File: config.mk
export PLATFORM = sky130hd
export DESIGN_NAME = neuron_state_ctrl
export DESIGN_NICKNAME = d
export VERILOG_FILES = /design/src/rtl/neuron_state_ctrl_pkg.sv /design/src/rtl/neuron_state_ctrl_neuron.sv /design/src/rtl/neuron_state_ctrl.sv
export SDC_FILE = /design/constraint.sdc
export NUM_CORES = 1
export LEC_CHECK = 0
export CAP_MARGIN = 40
export CORE_MARGIN = 2
export CORE_UTILIZATION = 56
export CTS_CLUSTER_DIAMETER = 30
export DETAILED_ROUTE_END_ITERATION = 16
export PLACE_DENSITY_LB_ADDON = 0.2
export SLEW_MARGIN = 20
export SYNTH_ARGS = -nofsm -noshare
export SYNTH_HDL_FRONTEND = slang
export SYNTH_SLANG_ARGS = --single-unit
File: constraint.sdc
create_clock -name clk -period 6.2 [get_ports clk]
set_input_delay 0.93 -clock clk [delete_from_list [all_inputs] [get_ports clk]]
set_output_delay 0.93 -clock clk [all_outputs]
set_load 0.01 [all_outputs]
File: src/rtl/neuron_state_ctrl_pkg.sv
// Shared FSM encoding and config-word sizing helpers for the neuron controller.
package neuron_state_ctrl_pkg;

    typedef enum logic [1:0] {
        S_CFG   = 2'd0,
        S_READY = 2'd1,
        S_EVAL  = 2'd2
    } state_t;

    // Config word layout is {w[N-1:0], shift[2:0], minus_teta[P-1:0]}.
    function automatic int cfg_w_of(input int n_stage);
        return (2 ** n_stage) + 3 + (n_stage + 2);
    endfunction

    function automatic int cnt_w_of(input int n_stage);
        return $clog2(cfg_w_of(n_stage));
    endfunction

endpackage

File: src/rtl/neuron_state_ctrl_neuron.sv
// Purely combinational binary-weight leaky integrate-and-fire neuron.
module neuron_state_ctrl_neuron #(
    parameter int n_stage = 2,
    localparam int N = 2 ** n_stage,
    localparam int P = n_stage + 2
) (
    input  logic [N-1:0] i_x,
    input  logic [N-1:0] i_w,
    input  logic [2:0]   i_shift,
    input  logic [P-1:0] i_mteta,
    input  logic [P-1:0] i_u,
    input  logic         i_was_spike,
    output logic [P-1:0] o_u,
    output logic         o_is_spike
);

    logic signed [P-1:0] w_u_in;
    logic signed [P-1:0] w_leak;
    logic signed [P-1:0] w_base;
    logic signed [P-1:0] w_sum;
    logic signed [P-1:0] w_u_out;
    logic signed [P:0]   w_margin;

    // Active synapse adds +1 when its weight bit is set, -1 otherwise.
    // shift==0 disables leak; a spike last step restarts integration from 0.
    always_comb begin
        w_u_in = i_u;
        w_sum  = '0;
        for (int i = 0; i < N; i++) begin
            if (i_x[i]) begin
                w_sum = i_w[i] ? (w_sum + P'(1)) : (w_sum - P'(1));
            end
        end
        w_leak = w_u_in >>> i_shift;
        if (i_was_spike) begin
            w_base = '0;
        end else if (i_shift == 3'd0) begin
            w_base = w_u_in;
        end else begin
            w_base = w_u_in - w_leak;
        end
        w_u_out  = w_base + w_sum;
        w_margin = {w_u_out[P-1], w_u_out} + {i_mteta[P-1], i_mteta};
    end

    assign o_u        = w_u_out;
    assign o_is_spike = ~w_margin[P];

endmodule

File: src/rtl/neuron_state_ctrl.sv
// Serial-configured neuron controller: loads parameters bit by bit, then
// evaluates one timestep per accepted step request.
module neuron_state_ctrl
    import neuron_state_ctrl_pkg::*;
#(
    parameter int n_stage = 2,
    localparam int N = 2 ** n_stage,
    localparam int P = n_stage + 2,
    localparam int CFG_W = cfg_w_of(n_stage),
    localparam int CNT_W = cnt_w_of(n_stage)
) (
    input  logic             clk,
    input  logic             rst_n,
    input  logic             cfg_bit,
    input  logic             cfg_valid,
    output logic             cfg_ready,
    output logic             cfg_done,
    input  logic [N-1:0]     x_in,
    input  logic             step_valid,
    output logic             step_ready,
    output logic             spike_valid,
    output logic             spike_out,
    output logic [P-1:0]     u_state,
    output logic [7:0]       spike_count,
    output logic [1:0]       dbg_state,
    output logic [CNT_W-1:0] dbg_bit_cnt
);

    state_t             r_state;
    state_t             w_state_nxt;
    logic [CNT_W-1:0]   r_bit_cnt;
    logic [CFG_W-1:0]   r_shadow;
    logic [N-1:0]       r_w;
    logic [2:0]         r_shift;
    logic [P-1:0]       r_mteta;
    logic [N-1:0]       r_x;
    logic [P-1:0]       r_u;
    logic               r_was_spike;
    logic               r_spike_out;
    logic [7:0]         r_spike_count;
    logic               r_cfg_done;
    logic               r_spike_valid;

    logic               w_cfg_ready;
    logic               w_step_ready;
    logic               w_cfg_acc;
    logic               w_step_acc;
    logic               w_last_bit;
    logic [CFG_W-1:0]   w_shadow_nxt;
    logic [P-1:0]       w_u_out;
    logic               w_is_spike;

    // Handshake: a transfer happens on a rising edge where valid && ready; ready
    // never depends on the same cycle's transfer, only on state (and step_valid,
    // which takes priority over cfg_valid in S_READY).
    assign w_cfg_acc    = cfg_valid && w_cfg_ready;
    assign w_step_acc   = step_valid && w_step_ready;
    assign w_last_bit   = (r_bit_cnt == CNT_W'(CFG_W - 1));
    assign w_shadow_nxt = {r_shadow[CFG_W-2:0], cfg_bit};

    neuron_state_ctrl_neuron #(.n_stage(n_stage)) u_neuron (
        .i_x         (r_x),
        .i_w         (r_w),
        .i_shift     (r_shift),
        .i_mteta     (r_mteta),
        .i_u         (r_u),
        .i_was_spike (r_was_spike),
        .o_u         (w_u_out),
        .o_is_spike  (w_is_spike)
    );

    always_ff @(posedge clk) begin
        if (!rst_n) r_state <= S_CFG;
        else        r_state <= w_state_nxt;
    end

    always_comb begin
        w_state_nxt = r_state;
        case (r_state)
            S_CFG:   if (w_cfg_acc && w_last_bit) w_state_nxt = S_READY;
            S_READY: begin
                if (w_step_acc)     w_state_nxt = S_EVAL;
                else if (w_cfg_acc) w_state_nxt = S_CFG;
            end
            S_EVAL:  w_state_nxt = S_READY;
            default: w_state_nxt = S_CFG;
        endcase
    end

    always_comb begin
        w_cfg_ready  = 1'b0;
        w_step_ready = 1'b0;
        case (r_state)
            S_CFG:   w_cfg_ready = 1'b1;
            S_READY: begin
                w_step_ready = 1'b1;
                w_cfg_ready  = !step_valid;
            end
            default: ;
        endcase
    end

    always_ff @(posedge clk) begin
        if (!rst_n) begin
            r_bit_cnt     <= '0;
            r_shadow      <= '0;
            r_w           <= '0;
            r_shift       <= '0;
            r_mteta       <= '0;
            r_x           <= '0;
            r_u           <= '0;
            r_was_spike   <= 1'b0;
            r_spike_out   <= 1'b0;
            r_spike_count <= '0;
            r_cfg_done    <= 1'b0;
            r_spike_valid <= 1'b0;
        end else begin
            r_cfg_done    <= 1'b0;
            r_spike_valid <= 1'b0;
            if (w_cfg_acc) r_shadow <= w_shadow_nxt;
            case (r_state)
                S_CFG: begin
                    if (w_cfg_acc) begin
                        if (w_last_bit) begin
                            r_w           <= w_shadow_nxt[CFG_W-1 -: N];
                            r_shift       <= w_shadow_nxt[P+2 -: 3];
                            r_mteta       <= w_shadow_nxt[P-1:0];
                            r_u           <= '0;
                            r_was_spike   <= 1'b0;
                            r_spike_count <= '0;
                            r_bit_cnt     <= '0;
                            r_cfg_done    <= 1'b1;
                        end else begin
                            r_bit_cnt <= r_bit_cnt + CNT_W'(1);
                        end
                    end
                end
                S_READY: begin
                    if (w_step_acc)     r_x       <= x_in;
                    else if (w_cfg_acc) r_bit_cnt <= CNT_W'(1);
                end
                S_EVAL: begin
                    r_u           <= w_u_out;
                    r_was_spike   <= w_is_spike;
                    r_spike_out   <= w_is_spike;
                    r_spike_valid <= 1'b1;
                    if (w_is_spike && (r_spike_count != 8'hFF)) begin
                        r_spike_count <= r_spike_count + 8'd1;
                    end
                end
                default: ;
            endcase
        end
    end

    assign cfg_ready   = w_cfg_ready;
    assign step_ready  = w_step_ready;
    assign cfg_done    = r_cfg_done;
    assign spike_valid = r_spike_valid;
    assign spike_out   = r_spike_out;
    assign u_state     = r_u;
    assign spike_count = r_spike_count;
    assign dbg_state   = r_state;
    assign dbg_bit_cnt = r_bit_cnt;

endmodule
## After elaboration in Yosys (flattened, before gate mapping)

Cells that the tools add are included.

- Equal/unequal tests: 11
- Shift-type cells: 1
- Add/sub/neg operators: 11
- Reductions and logical operators: 16
- Multiplexer cells: 33
- Bitwise logic cells: 1

Operators with widths:

| kind | number |
|---|---|
| 4-bit two-way mux | 16 |
| 8-bit two-way mux | 3 |
| 4-bit one-hot mux with 2 select lines | 2 |
| 8-bit one-hot mux with 2 select lines | 1 |
| 4-bit by 2-bit adder with 4-bit output, second input constant | 3 |
| 2-bit != test, second input constant | 6 |
| 4-bit by 2-bit subtractor with 4-bit output, second input constant | 3 |
| 3-bit AND reduction | 3 |
| 8-bit by 1-bit adder with 8-bit output, second input constant | 1 |
| 8-bit != test, second input constant | 1 |
| 4-bit AND reduction | 2 |
| 2-bit two-way mux | 3 |
| 2-bit one-hot mux with 3 select lines | 1 |
| 4-bit by 4-bit adder with 5-bit output | 1 |
| 1-bit two-way mux | 5 |
| 4-bit by 1-bit adder with 4-bit output, second input constant | 1 |
| 4-bit adder | 1 |
| 4-bit equality test, second input constant | 1 |
| 1-bit logical AND | 4 |
| 1-bit one-hot mux with 2 select lines | 2 |
| 2-bit AND reduction | 2 |
| 2-bit nonzero test | 2 |
| 4-bit by 3-bit >>> shifter with 4-bit output | 1 |
| 4-bit subtractor | 1 |
| other kinds (7) | 7 |

- Input port bits: 9
- Word-level logic and storage cells: 86
- Register bits: 47
- Output and inout bits: 23

## Logic depth before layout (Yosys ltp)

- Word-level depth: 17
- Mapped depth: 24
- Depth with buffers taken out: 24

## Cells and area by module

From an unflattened synthesis, not the netlist that was laid out.

- Cells, all modules: 318
- Area total of the unflattened synthesis: 2747.6 um^2

By module, submodules not included:

| module | times used | cells each | area an instance (um^2) | seq. area each (um^2) |
|---|---|---|---|---|
| neuron_state_ctrl | 1 | 226 | 2021.9 | 940.9 |
| neuron_state_ctrl_neuron | 1 | 92 | 725.7 | 0.0 |

## Worst setup path after synthesis

Ideal clock, no wire load.

- Path kind: reg2reg
- Start: register r_x[0]
- End: register r_spike_count[5], in the netlist spike_count[5]
- Clock period less this slack: 5053 ps
- Setup slack: 1147 ps
- Stages on the path, launching flop included: 23
- Setup time: 120 ps
- Path buffers: 0
- Data arrival time: 4933 ps
- Data required time: 6080 ps
- Cells stage by stage: dfxtp_1 nor2b_1 xnor2_1 ha_1 mux2_2 inv_1 fa_1 nand2_1 o21ai_1 fa_1 mux2i_1 ha_1 a21o_1 a21oi_1 xor2_1 xnor3_1 inv_1 ha_1 nor3b_1 a211oi_2 nand4_1 xor2_1 nor2_1

- Longest elaborated chain between the ends: 16
- Elaborated cells between the ends (all ways): 19
- Those cells by class: 8 x add/sub; 1 x eq/ne; 7 x mux; 1 x bitwise; 2 x reduce/logical

RTL lines:

| element | RTL line | text |
|---|---|---|
| start, declared | neuron_state_ctrl.sv:36 | `logic [N-1:0] r_x;` |
| start signal, assigned | neuron_state_ctrl.sv:139 | `if (w_step_acc) r_x <= x_in;` |
| 4-bit two-way mux * | neuron_state_ctrl_neuron.sv:30 | `if (i_x[i]) begin` |
| 4-bit by 2-bit subtractor with 4-bit output or 4-bit by 2-bit adder with 4-bit output (tied branches) | neuron_state_ctrl_neuron.sv:31 | `w_sum = i_w[i] ? (w_sum + P'(1)) : (w_sum - P'(1));` |
| 4-bit two-way mux | neuron_state_ctrl_neuron.sv:31 |  |
| 4-bit two-way mux * | neuron_state_ctrl_neuron.sv:30 |  |
| 4-bit by 2-bit subtractor with 4-bit output or 4-bit by 2-bit adder with 4-bit output (tied branches) | neuron_state_ctrl_neuron.sv:31 |  |
| 4-bit two-way mux | neuron_state_ctrl_neuron.sv:31 |  |
| 4-bit two-way mux * | neuron_state_ctrl_neuron.sv:30 |  |
| 4-bit by 2-bit subtractor with 4-bit output or 4-bit by 2-bit adder with 4-bit output (tied branches) | neuron_state_ctrl_neuron.sv:31 |  |
| 4-bit two-way mux | neuron_state_ctrl_neuron.sv:31 |  |
| 4-bit two-way mux * | neuron_state_ctrl_neuron.sv:30 |  |
| 4-bit adder * | neuron_state_ctrl_neuron.sv:42 | `w_u_out = w_base + w_sum;` |
| 4-bit by 4-bit adder with 5-bit output * | neuron_state_ctrl_neuron.sv:43 | `w_margin = {w_u_out[P-1], w_u_out} + {i_mteta[P-1], i_mteta};` |
| 1-bit NOT * | neuron_state_ctrl_neuron.sv:47 | `assign o_is_spike = ~w_margin[P];` |
| 1-bit logical AND * | neuron_state_ctrl.sv:147 | `if (w_is_spike && (r_spike_count != 8'hFF)) begin` |
| 2-bit != test (no source line) * | -- |  |
| 4-bit AND reduction (no source line) * | -- |  |
| end signal, assigned | neuron_state_ctrl.sv:148 | `r_spike_count <= r_spike_count + 8'd1;` |
| end, declared | neuron_state_ctrl.sv:40 | `logic [7:0] r_spike_count;` |

Every way passes the cells marked *; elsewhere a longest branch is shown, timed or not.
A chain may end at the register's enable or synchronous reset.

## Worst setup path in the final report

- Start: register r_x[0]
- End: register r_spike_count[4], in the netlist spike_count[4]

Same word-level chain as after synthesis.

==> out/results.ini <==
[status]
status=finished clean

[final_layout]
drive_gt1_share_pct=4.734
nets=367
register_area_um2=940.9
area_growth_pct=15.38
antenna_cells=0
num-fill-cells=417
multi_input_area_um2=1584
layout.cells.non_filler=392

[route]
drt-total-wl_um=5212
dr.pass1.iters=4
drc=0
ant_nets=0
wl_per_cell_um=13.30
vias=2117
post_drt_via_cell_ratio=5.401
drtIter0Drc=80

[setup_path]
crit_path_end=spike_count[4]
crit_required_ns=6.39
critPathKind=reg2reg
crit_fanout=9
r2r_slack_ns=0.72
path_depth=22
critPathMaxStageDelay_ns=0.54
end_kind=register
startpoint_type=register
crit_top_cell=ha_1
critical-path-top-delay-family=adder cells
rr_worst_depth=22
r2r_end=spike_count[4]
startpoint=r_x[0]
critical_path.cell_chain=nor2b_1, xnor2_1, ha_1, mux2_2, inv_1, fa_1, nand2_1, o21ai_1, fa_1, mux2i_1, ha_1, a21o_1, a21oi_1, xor2_1, xnor3_1, inv_1, ha_1, nor3b_1, a211oi_2, nand4_1, xor2_1, nor2_1
path_buf_inv=2
slowest_stage=a211oi_2
crit_arrival_ns=5.67
reg2reg_from=r_x[0]

[die]
io_pins=32
core_area_um2=4661
row_count=25
die_h_um=73.02
die_w_um=73.02
die-area_um2=5332
start_util_pct=57.23

[cts]
clockBufferDepth=2
clock_latency_ns=0.31
cts_tree=done
cts_resized=0
cts_buffers=5
hold_buffers=0
cts_setup_buffers=0
cts-htree-levels=2
clkSinkCount=47
root_buffer=clkbuf_8
clk_pin_slew_ns=0.08

[yosys]
synth_common_cells=nand2_1, dfxtp_1, nor2_1
netlist_instances=314
async_flop_share_pct=0
yosys-top-cells-area=dfxtp_1, nand2_1, ha_1
synth.top_cell.area_share_pct=35.27
synth_nets=344
synth_xor_area_share_pct=6.942
syn_area_per_cell_um2=8.495
yosys_warnings=0
synth_cell_types=45
synthMuxAreaShare_pct=2.720
yosysMostFrequentCell=nand2_1
syn_area_um2=2668
yosysSeqAreaShare_pct=35.27
synth_area_leader_cell=dfxtp_1
synth_edf_count=0
synthSimpleGateAreaFrac_pct=21.06
ys_seq_elements=47
synth_compound_area_share_pct=17.68
synthFlopType=dfxtp_1
synth_top_family_by_area=simple AND/OR/NAND/NOR gates
synth_adder_area_share_pct=10.98

[placed_design]
dp_cells=383
gp_congestion=0.8038
hpwl_um=3980
numPortBuffers=31

[pwr]
p_leak_uw=0.001161
power_density_nw_per_um2=171.0
finalPower_uw=526.2
worst_ir_drop_vdd_uv=194.3

[timing]
hold-worst-slack_ns=0.4560
relSlewSlack_pct=61.08
setup_viol=0
period_share_pct=88.41
slew_violations=0
finalSetupTns_ns=0
worst_clock_skew_ns=0.006536
min_period_ns=5.481
finalHoldViolations=0
rsz0062_at_grt=no
worst_slew_pin_slew_ns=0.5827
max_freq_ghz=0.1824

[grt]
grt_start_max_net_pins=25
grt_pass1_vias=1953
overflow=0
antenna_found_initial=0
grt_pass1_wl_um=8963
grt_usage_pct=21.51

[min_path]
holdCritPathClass=reg2reg

[job]
drv_cap=0

==> how the worst min path moves through the flow <==
stage,startpoint,to,depth (start not counted)
2_1_floorplan,r_mteta[0],r_mteta[0],2
3_3_place_gp,r_shadow[9],r_w[3],2
3_5_place_dp,r_shadow[9],r_w[3],2
4_1_cts,r_shadow[9],r_w[3],2
5_1_grt,r_shadow[9],r_w[3],2
6_report,r_shadow[9],r_w[3],2
==> metrics by stage <==
stage | util [%] | cell area [um2] | setup WS, ns
floorplan | - | 2668 | 1.147
global placement | 63.73 | 2970 | 0.9132
detailed placement | 63.73 | 2970 | 0.7273
CTS | 65.88 | 3070 | 0.7024
global route | 66.04 | 3078 | 0.2465
finish | 66.04 | 3078 | 0.7188
==> cells by family (layout without fill, tap and decap cells) <==
group / Yosys count / in the layout
XOR/XNOR: 18 / 18
adder cells (fa/ha/maj): 21 / 21
multiplexers: 7 / 7
AO/OA/AOI/OAI: 67 / 67
flip-flops: 47 / 47
buffers and inverters: 33 / 57
AND/OR/NAND/NOR: 121 / 121
==> worst min-delay path: stages, from the launching register on <==
cell	delay, ns
dfxtp_1	0.32
nand2_1	0.05
a21boi_1	0.05
==> sequential cells by signal (all words and copies together) (netlist names), 2 cells and up <==
name	cells
r_shadow	10
r_x	4
dbg_state	2
u_state	4
r_w	4
spike_count	8
r_shift	3
r_mteta	4
dbg_bit_cnt	4
==> area by class of cell <==
cell class,count,area share [%]
clock buffers,8,3.252
well taps,54,2.195
flip-flops and latches,47,30.57
multi-input cells,234,51.46
inverters,16,1.951
repair buffers,33,10.57
==> power breakdown <==
group | switching (uW) | internal [uW] | total [uW]
clock network | 95.8 | 102 | 198
logic | 11.0 | 12.1 | 23.1
registers | 2.16 | 303 | 306
total | 109 | 417 | 526
==> routing by layer <==
metal / up-vias / wire (um) / track usage [%]
met3: 6 / 126 / 4.558
met1: 980 / 2598 / 29.35
li1: 1107 / - / -
met4: 0 / 67 / 6.790
met5: - / 0 / 0
met2: 24 / 2420 / 34.03
==> cell usage in the layout, fill, tap and decap left out, types with 2 or more instances in the layout <==
cell,n
a21o_1,3
nand3_1,8
dfxtp_1,47
xnor3_1,2
a211oi_1,2
and3_1,6
a21oi_1,10
a21boi_1,12
fa_1,4
clkdlybuf4s50_1,31
inv_1,15
ha_1,17
o21ai_0,6
nor2b_1,8
mux2_2,2
mux2i_1,5
a22oi_1,4
nor3b_1,4
nand2b_1,3
xnor2_1,8
a21boi_0,18
o21ai_1,4
nand2_1,60
nor2_1,19
and2_1,2
nand4_1,4
xor2_1,8
clkbuf_8,7
(Power assumes the default switching activity.)
